## config.mk

```make
export PLATFORM = sky130hd
export DESIGN_NAME = frame_update_scheduler_flat
export DESIGN_NICKNAME = d
export VERILOG_FILES = /design/src/rtl/frame_update_scheduler_if.sv /design/src/rtl/frame_update_scheduler.sv /design/src/flat_wrapper.sv
export SDC_FILE = /design/constraint.sdc
export NUM_CORES = 1
export LEC_CHECK = 0
export ABC_AREA = 1
export CORE_MARGIN = 5
export CORE_UTILIZATION = 30
export CTS_CLUSTER_SIZE = 14
export DETAILED_ROUTE_END_ITERATION = 10
export RECOVER_POWER = 25
export SLEW_MARGIN = 20
export SYNTH_ARGS = -nofsm -noshare
export SYNTH_HDL_FRONTEND = slang
export SYNTH_SLANG_ARGS = --single-unit
```

## constraint.sdc

```tcl
create_clock -name i_Clk -period 2.25 [get_ports i_Clk]
set_input_delay 0.5625 -clock i_Clk [delete_from_list [all_inputs] [get_ports i_Clk]]
set_output_delay 0.5625 -clock i_Clk [all_outputs]
set_load 0.05 [all_outputs]
```

## src/rtl/frame_update_scheduler_if.sv

```systemverilog
// Request/grant/done handshake between the frame update scheduler and the game object updaters.
interface frame_update_scheduler_if #(
  parameter int NUM_REQ = 4
);
  logic [NUM_REQ-1:0] req;
  logic [NUM_REQ-1:0] done;
  logic [NUM_REQ-1:0] grant;

  modport master (input req, input done, output grant);
  modport slave  (output req, output done, input grant);
endinterface

```

## src/rtl/frame_update_scheduler.sv

```systemverilog
// Round-robin scheduler that runs per-frame game-logic updates inside vertical blanking.
// Optional build macro UPDATE_WATCHDOG_EN bounds each grant to TIMEOUT_CYCLES cycles.
module frame_update_scheduler #(
  parameter int NUM_REQ        = 4,
  parameter int ACTIVE_COLS    = 640,
  parameter int ACTIVE_ROWS    = 480,
  parameter int TOTAL_COLS     = 800,
  parameter int TOTAL_ROWS     = 525,
  parameter int FRAME_DIV      = 1,
  parameter int TIMEOUT_CYCLES = 1024
) (
  input  logic                     i_Clk,
  input  logic                     i_Rst_L,
  input  logic [9:0]               i_Col_Count,
  input  logic [9:0]               i_Row_Count,
  input  logic                     i_Clear_Status,
  frame_update_scheduler_if.master upd,
  output logic                     o_Busy,
  output logic                     o_Frame_Tick,
  output logic                     o_Overrun,
  output logic [NUM_REQ-1:0]       o_Timeout,
  output logic [15:0]              o_Frame_Count
);

  localparam int              IDXW      = $clog2(NUM_REQ);
  localparam logic [IDXW-1:0] LAST_IDX  = IDXW'(NUM_REQ - 1);
  localparam logic [9:0]      BLANK_ROW = 10'(ACTIVE_ROWS);
  localparam logic [7:0]      DIV_LAST  = 8'(FRAME_DIV - 1);

  // An illegal parameter set leaves the scheduler permanently idle rather than misbehaving.
  localparam bit CFG_OK = (NUM_REQ >= 2) && (NUM_REQ <= 8) &&
                          (FRAME_DIV >= 1) && (FRAME_DIV <= 255) &&
                          (ACTIVE_COLS < TOTAL_COLS) && (ACTIVE_ROWS < TOTAL_ROWS) &&
                          (TIMEOUT_CYCLES >= 2);

  typedef enum logic [1:0] {
    S_IDLE,
    S_ARB,
    S_GRANT
  } state_t;

  state_t              state, state_nxt;
  logic [NUM_REQ-1:0]  pending, pending_nxt;
  logic [NUM_REQ-1:0]  grant_q, grant_nxt;
  logic [IDXW-1:0]     rr_ptr, rr_nxt;
  logic [IDXW-1:0]     gidx, gidx_nxt;
  logic                busy_nxt;
  logic                ovr_set;
  logic [7:0]          div_cnt;
  logic                blank_evt;
  logic                start_evt;
  logic                arb_found;
  logic [IDXW-1:0]     arb_idx;

`ifdef UPDATE_WATCHDOG_EN
  localparam int             WDW     = $clog2(TIMEOUT_CYCLES);
  localparam logic [WDW-1:0] WD_LAST = WDW'(TIMEOUT_CYCLES - 1);

  logic [WDW-1:0]      wd_cnt;
  logic                wd_clr;
  logic [NUM_REQ-1:0]  to_set;
`endif

  assign blank_evt = CFG_OK && (i_Row_Count == BLANK_ROW) && (i_Col_Count == 10'd0);
  assign start_evt = CFG_OK && (i_Row_Count == 10'd0) && (i_Col_Count == 10'd0);
  assign upd.grant = grant_q;

  // Pick the first pending requester at or after rr_ptr, wrapping around.
  always_comb begin
    int              cand;
    logic [IDXW-1:0] cand_idx;
    arb_found = 1'b0;
    arb_idx   = '0;
    cand      = 0;
    cand_idx  = '0;
    for (int i = 0; i < NUM_REQ; i++) begin
      cand = int'(rr_ptr) + i;
      if (cand >= NUM_REQ) cand = cand - NUM_REQ;
      cand_idx = IDXW'(cand);
      if (!arb_found && pending[cand_idx]) begin
        arb_found = 1'b1;
        arb_idx   = cand_idx;
      end
    end
  end

  // Active video restarting always wins: whatever is in flight is abandoned.
  always_comb begin
    state_nxt   = state;
    pending_nxt = pending;
    grant_nxt   = grant_q;
    rr_nxt      = rr_ptr;
    gidx_nxt    = gidx;
    busy_nxt    = o_Busy;
    ovr_set     = 1'b0;
`ifdef UPDATE_WATCHDOG_EN
    wd_clr      = 1'b0;
    to_set      = '0;
`endif
    if (start_evt && (state != S_IDLE)) begin
      state_nxt   = S_IDLE;
      pending_nxt = '0;
      grant_nxt   = '0;
      busy_nxt    = 1'b0;
      ovr_set     = 1'b1;
    end else begin
      case (state)
        S_IDLE: begin
          if (blank_evt && (div_cnt == 8'd0) && (|upd.req)) begin
            pending_nxt = upd.req;
            state_nxt   = S_ARB;
            busy_nxt    = 1'b1;
          end
        end
        S_ARB: begin
          if (arb_found) begin
            grant_nxt          = '0;
            grant_nxt[arb_idx] = 1'b1;
            gidx_nxt           = arb_idx;
            rr_nxt             = (arb_idx == LAST_IDX) ? '0 : arb_idx + 1'b1;
            state_nxt          = S_GRANT;
`ifdef UPDATE_WATCHDOG_EN
            wd_clr             = 1'b1;
`endif
          end else begin
            state_nxt = S_IDLE;
            busy_nxt  = 1'b0;
          end
        end
        S_GRANT: begin
          if (upd.done[gidx]) begin
            grant_nxt         = '0;
            pending_nxt[gidx] = 1'b0;
            state_nxt         = S_ARB;
          end
`ifdef UPDATE_WATCHDOG_EN
          else if (wd_cnt == WD_LAST) begin
            grant_nxt         = '0;
            pending_nxt[gidx] = 1'b0;
            to_set[gidx]      = 1'b1;
            state_nxt         = S_ARB;
          end
`endif
        end
        default: begin
          state_nxt   = S_IDLE;
          pending_nxt = '0;
          grant_nxt   = '0;
          busy_nxt    = 1'b0;
        end
      endcase
    end
  end

  always_ff @(posedge i_Clk or negedge i_Rst_L) begin
    if (!i_Rst_L) begin
      state   <= S_IDLE;
      pending <= '0;
      grant_q <= '0;
      rr_ptr  <= '0;
      gidx    <= '0;
      o_Busy  <= 1'b0;
    end else begin
      state   <= state_nxt;
      pending <= pending_nxt;
      grant_q <= grant_nxt;
      rr_ptr  <= rr_nxt;
      gidx    <= gidx_nxt;
      o_Busy  <= busy_nxt;
    end
  end

  // Frame bookkeeping runs on every blank event, even a stray one during a pass.
  always_ff @(posedge i_Clk or negedge i_Rst_L) begin
    if (!i_Rst_L) begin
      o_Frame_Tick  <= 1'b0;
      o_Frame_Count <= 16'd0;
      div_cnt       <= 8'd0;
      o_Overrun     <= 1'b0;
    end else begin
      o_Frame_Tick <= blank_evt;
      if (blank_evt) begin
        o_Frame_Count <= o_Frame_Count + 16'd1;
        div_cnt       <= (div_cnt == DIV_LAST) ? 8'd0 : div_cnt + 8'd1;
      end
      o_Overrun <= ovr_set | (o_Overrun & ~i_Clear_Status);
    end
  end

`ifdef UPDATE_WATCHDOG_EN
  always_ff @(posedge i_Clk or negedge i_Rst_L) begin
    if (!i_Rst_L) begin
      wd_cnt    <= '0;
      o_Timeout <= '0;
    end else begin
      if (wd_clr) begin
        wd_cnt <= '0;
      end else if (state == S_GRANT) begin
        wd_cnt <= wd_cnt + 1'b1;
      end
      o_Timeout <= to_set | (o_Timeout & {NUM_REQ{~i_Clear_Status}});
    end
  end
`else
  assign o_Timeout = '0;
`endif

endmodule
```

## src/flat_wrapper.sv

```systemverilog
// flat-port wrapper written by rule: the top's interface ports become plain ports
module frame_update_scheduler_flat 
#(
  parameter int NUM_REQ        = 4,
  parameter int ACTIVE_COLS    = 640,
  parameter int ACTIVE_ROWS    = 480,
  parameter int TOTAL_COLS     = 800,
  parameter int TOTAL_ROWS     = 525,
  parameter int FRAME_DIV      = 1,
  parameter int TIMEOUT_CYCLES = 1024
)
  (i_Clk, i_Rst_L, i_Col_Count, i_Row_Count, i_Clear_Status, o_Busy, o_Frame_Tick, o_Overrun, o_Timeout, o_Frame_Count, upd_req, upd_done, upd_grant);
  frame_update_scheduler_if #(.NUM_REQ(NUM_REQ)) upd_i ();
  input  logic i_Clk;
  input  logic i_Rst_L;
  input  logic [9:0] i_Col_Count;
  input  logic [9:0] i_Row_Count;
  input  logic i_Clear_Status;
  output logic o_Busy;
  output logic o_Frame_Tick;
  output logic o_Overrun;
  output logic [NUM_REQ-1:0] o_Timeout;
  output logic [15:0] o_Frame_Count;
  input wire logic [$bits(upd_i.req)-1:0] upd_req;
  input wire logic [$bits(upd_i.done)-1:0] upd_done;
  output wire logic [$bits(upd_i.grant)-1:0] upd_grant;
  assign upd_i.req = upd_req;
  assign upd_i.done = upd_done;
  assign upd_grant = upd_i.grant;
  frame_update_scheduler #(.NUM_REQ(NUM_REQ), .ACTIVE_COLS(ACTIVE_COLS), .ACTIVE_ROWS(ACTIVE_ROWS), .TOTAL_COLS(TOTAL_COLS), .TOTAL_ROWS(TOTAL_ROWS), .FRAME_DIV(FRAME_DIV), .TIMEOUT_CYCLES(TIMEOUT_CYCLES)) u_core (.i_Clk(i_Clk), .i_Rst_L(i_Rst_L), .i_Col_Count(i_Col_Count), .i_Row_Count(i_Row_Count), .i_Clear_Status(i_Clear_Status), .upd(upd_i), .o_Busy(o_Busy), .o_Frame_Tick(o_Frame_Tick), .o_Overrun(o_Overrun), .o_Timeout(o_Timeout), .o_Frame_Count(o_Frame_Count));
endmodule
```

==> qor.txt <==
number of cells produced by synthesis = 387
Final Max Slew Viols = 0
Top FF cell, synth = dfrtp_1
worst path buffer plus inverter count = 1
leakage = 0.00170 µW
Max Freq = 458 MHz
Placed Instances = 550
Post-Synth XOR/XNOR Area = 5.47%
Slew HR = 33.1%
HP Class = reg -> reg
largest family of logic cells by synthesized area = simple AND/OR/NAND/NOR gates
final setup vio count = 0
Die Y = 105 µm
FF-to-FF setup slack = 0.30 ns
Vias = 2577
Max FO, Critical Path = 6
Critical Path Start Type = register
Die W = 105 µm
Sw Pwr = 301 µW
cell accounting for the most synthesized area = dfrtp_1
compound-gate portion of the synthesized area = 5.89%
max incr delay on CP = 0.85 ns
aggregate global routing overflow = 0
family with the most delay on the worst path = buffers and inverters
Worst VDD drop = 175 µV
vias in the first global route = 2463
DP HPWL = 5.13 mm
Clk pwr share = 42.2%
clk buf depth = 2
worst path required time = 1.69 ns
CP cell instances = clkdlybuf4s50_1
non-filler cells, final = 558
Hold Crit Depth = 1
Simple-Gate Fraction of Synth Area = 38.8%
setup TNS = 0 ns
Slowest-stage cell, CP = clkdlybuf4s50_1
asr flop ratio synth = 100%
Adder-Cell Fraction of Synth Area = 3.22%
Placer Congestion = 0.804
CTS root buf = clkbuf_8
Num CTS Buffers = 5
P_int = 1150 µW
area share of the largest cell type after synthesis = 37.7%
# IOs = 58
Max Cap Viol = 0
number of flops mapped to enable cells by yosys = 0
critical path startpoint = u_core.o_Frame_Count[0]
Mean Syn Cell Area = 7.03 µm²
share of layout cells above drive strength 1 = 7.78%
top cells by count, synth = nand2_1 (124), inv_1 (44), nor2_1 (43), dfrtp_1 (41), nand3_1 (27)
GRT Resource Usage Total = 11.7%
Sink Count = 41
kind of critical path = reg -> out
Fill cells = 929
P&R area growth vs syn = 28.8%
crit path capture type = output port
port bufs = 53
RSZ-0062 raised after global routing = no
Worst path depth = 1
Worst-Skew Late Latency = 0.29 ns
routed vias/inst = 4.62
TritonCTS clock tree = done
# diodes = 0
Pwr Density = 414 nW/µm²
Distinct cells, synth = 32
Routed Antenna Nets = 0
Layout Skew = 0.00464 ns
Ys Warns = 0
mux share of post-synthesis cell area = 0%
outcome = complete, no violations
Cell Area, Placed = 3390 µm²
worst flop-to-flop path endpoint = u_core.upd.grant[0]
Flop pwr share = 50.7%
Seq cells post-synth = 41
Comb power frac = 7.1%
first-pass GRT wire length = 11.1 mm
switching share of power = 20.7%
main area contributors after synthesis = dfrtp_1 (38%), nand2_1 (17%), inv_1 (6.1%)
post-layout minimum cycle time = 2.18 ns
# DRC = 0
count leader, synth = nand2_1
reg2reg path depth = 16
drt wl/cell = 11.2 µm
fin crit share = 97.1%
worst setup path endpoint = o_Frame_Count[0]
Post-Route WL = 6.25 mm
Seq/Total Area, Yosys = 37.7%
final net count = 487
Starting Density = 31.1%
Reg2Reg Launch Point = u_core.rr_ptr[0]
worst path arrival time = 1.62 ns
Final Hold Viols = 0
fin area = 3510 µm²
Iteration-0 DRC Markers = 94
Mapped Area = 2720 µm²
clock transition at the registers of the reported paths = 0.08 ns
worst slew pin tran = 1.00 ns
# H-tree levels = 2
DR pass1 iterations = 4
initial antenna violation count = 0
Core Region = 8760 µm²
DIE AREA = 11100 µm²
largest net degree at the start of global routing = 42
std cell rows = 34
state kept, by name, summed over array words and instances, names as in the netlist:
name	count
u_core.upd.grant	4
u_core.state	2
u_core.o_Frame_Tick	1
u_core.div_cnt	8
u_core.gidx	2
u_core.o_Overrun	1
u_core.o_Frame_Count	16
u_core.pending	4
u_core.o_Busy	1
u_core.rr_ptr	2
worst min-delay path by stage:
stage | start | endpoint | slack, ns
final | u_core.state[0] | u_core.state[0] | 0.45
after global routing | u_core.state[0] | u_core.state[0] | 0.46
after CTS | i_Rst_L | u_core.o_Frame_Count[9] | 0.34
after detailed placement | u_core.state[0] | u_core.state[0] | 0.45
after global placement | u_core.state[0] | u_core.state[0] | 0.45
after floorplan | i_Rst_L | u_core.div_cnt[0] | 0.27
metal layers:
metal  share of wire, %  GRT usage, %  up-vias
met5                  0             0        -
met4                1.1          2.74        0
met3                4.4          2.69        8
met2                 46          19.2       54
met1                 49          15.6     1175
li1                   -             -     1340
area by class of cell:
type	count	area [µm²]	area share, %
clock buffers	7	86.3	2.46
clock inverters	1	30.0	0.857
inverters	50	190	5.42
multi-input cells	292	1470	41.9
flip-flops and latches	41	1030	29.3
well taps	108	135	3.85
repair buffers	59	568	16.2
through the flow:
stage          hold slack [ns]  util [%]  worst slack (ns)  total power, µW
4_1_cts                  0.343      40.0            0.0513             1480
6_report                 0.452      40.0            0.0663             1450
3_5_place_dp             0.448      38.7           0.00987              856
3_3_place_gp             0.449      38.7           0.00770              855
2_1_floorplan            0.267         -             0.461              788
5_1_grt                  0.463      40.0           0.00690             1520
placed cells by master, fill, tap and decap left out, types with 5 or more instances in the layout:
| cell type | netlist | routed |
|---|---|---|
| nand2_1 | 124 | 124 |
| clkdlybuf4s50_1 | 0 | 52 |
| inv_1 | 44 | 44 |
| nor2_1 | 43 | 42 |
| dfrtp_1 | 41 | 40 |
| nand3_1 | 27 | 27 |
| o21ai_0 | 12 | 12 |
| xor2_1 | 12 | 12 |
| nand4_1 | 12 | 12 |
| nor3_1 | 10 | 10 |
| a21oi_1 | 9 | 9 |
| ha_1 | 7 | 7 |
| clkbuf_8 | 0 | 6 |
| xnor2_1 | 5 | 5 |
| buf_4 | 4 | 5 |
power groups by stage:
stage	clock network, µW	logic [µW]	registers (µW)
6_report	614	103	736
4_1_cts	638	106	736
3_3_place_gp	0	105	751
3_5_place_dp	0	106	751
2_1_floorplan	0	37.3	751
5_1_grt	664	115	736
kinds of logic (layout without fill, tap and decap cells):
family                     after synthesis  after routing
buffers and inverters                   57            117
xor gates and xnor gates                17             17
and+or+nand+nor                        235            235
DFF                                     41             41
AOI/OAI and AO/OA                       29             29
adders and majority gates                7              7
other                                    1              4
repair_timing:
item | CTS | global route
setup buffers | 0 | 0
hold buffers | 0 | 0
endpoints found under the setup margin | 0 | 3
resized for setup | 0 | 2
Power figures use the tool's default switching activity.
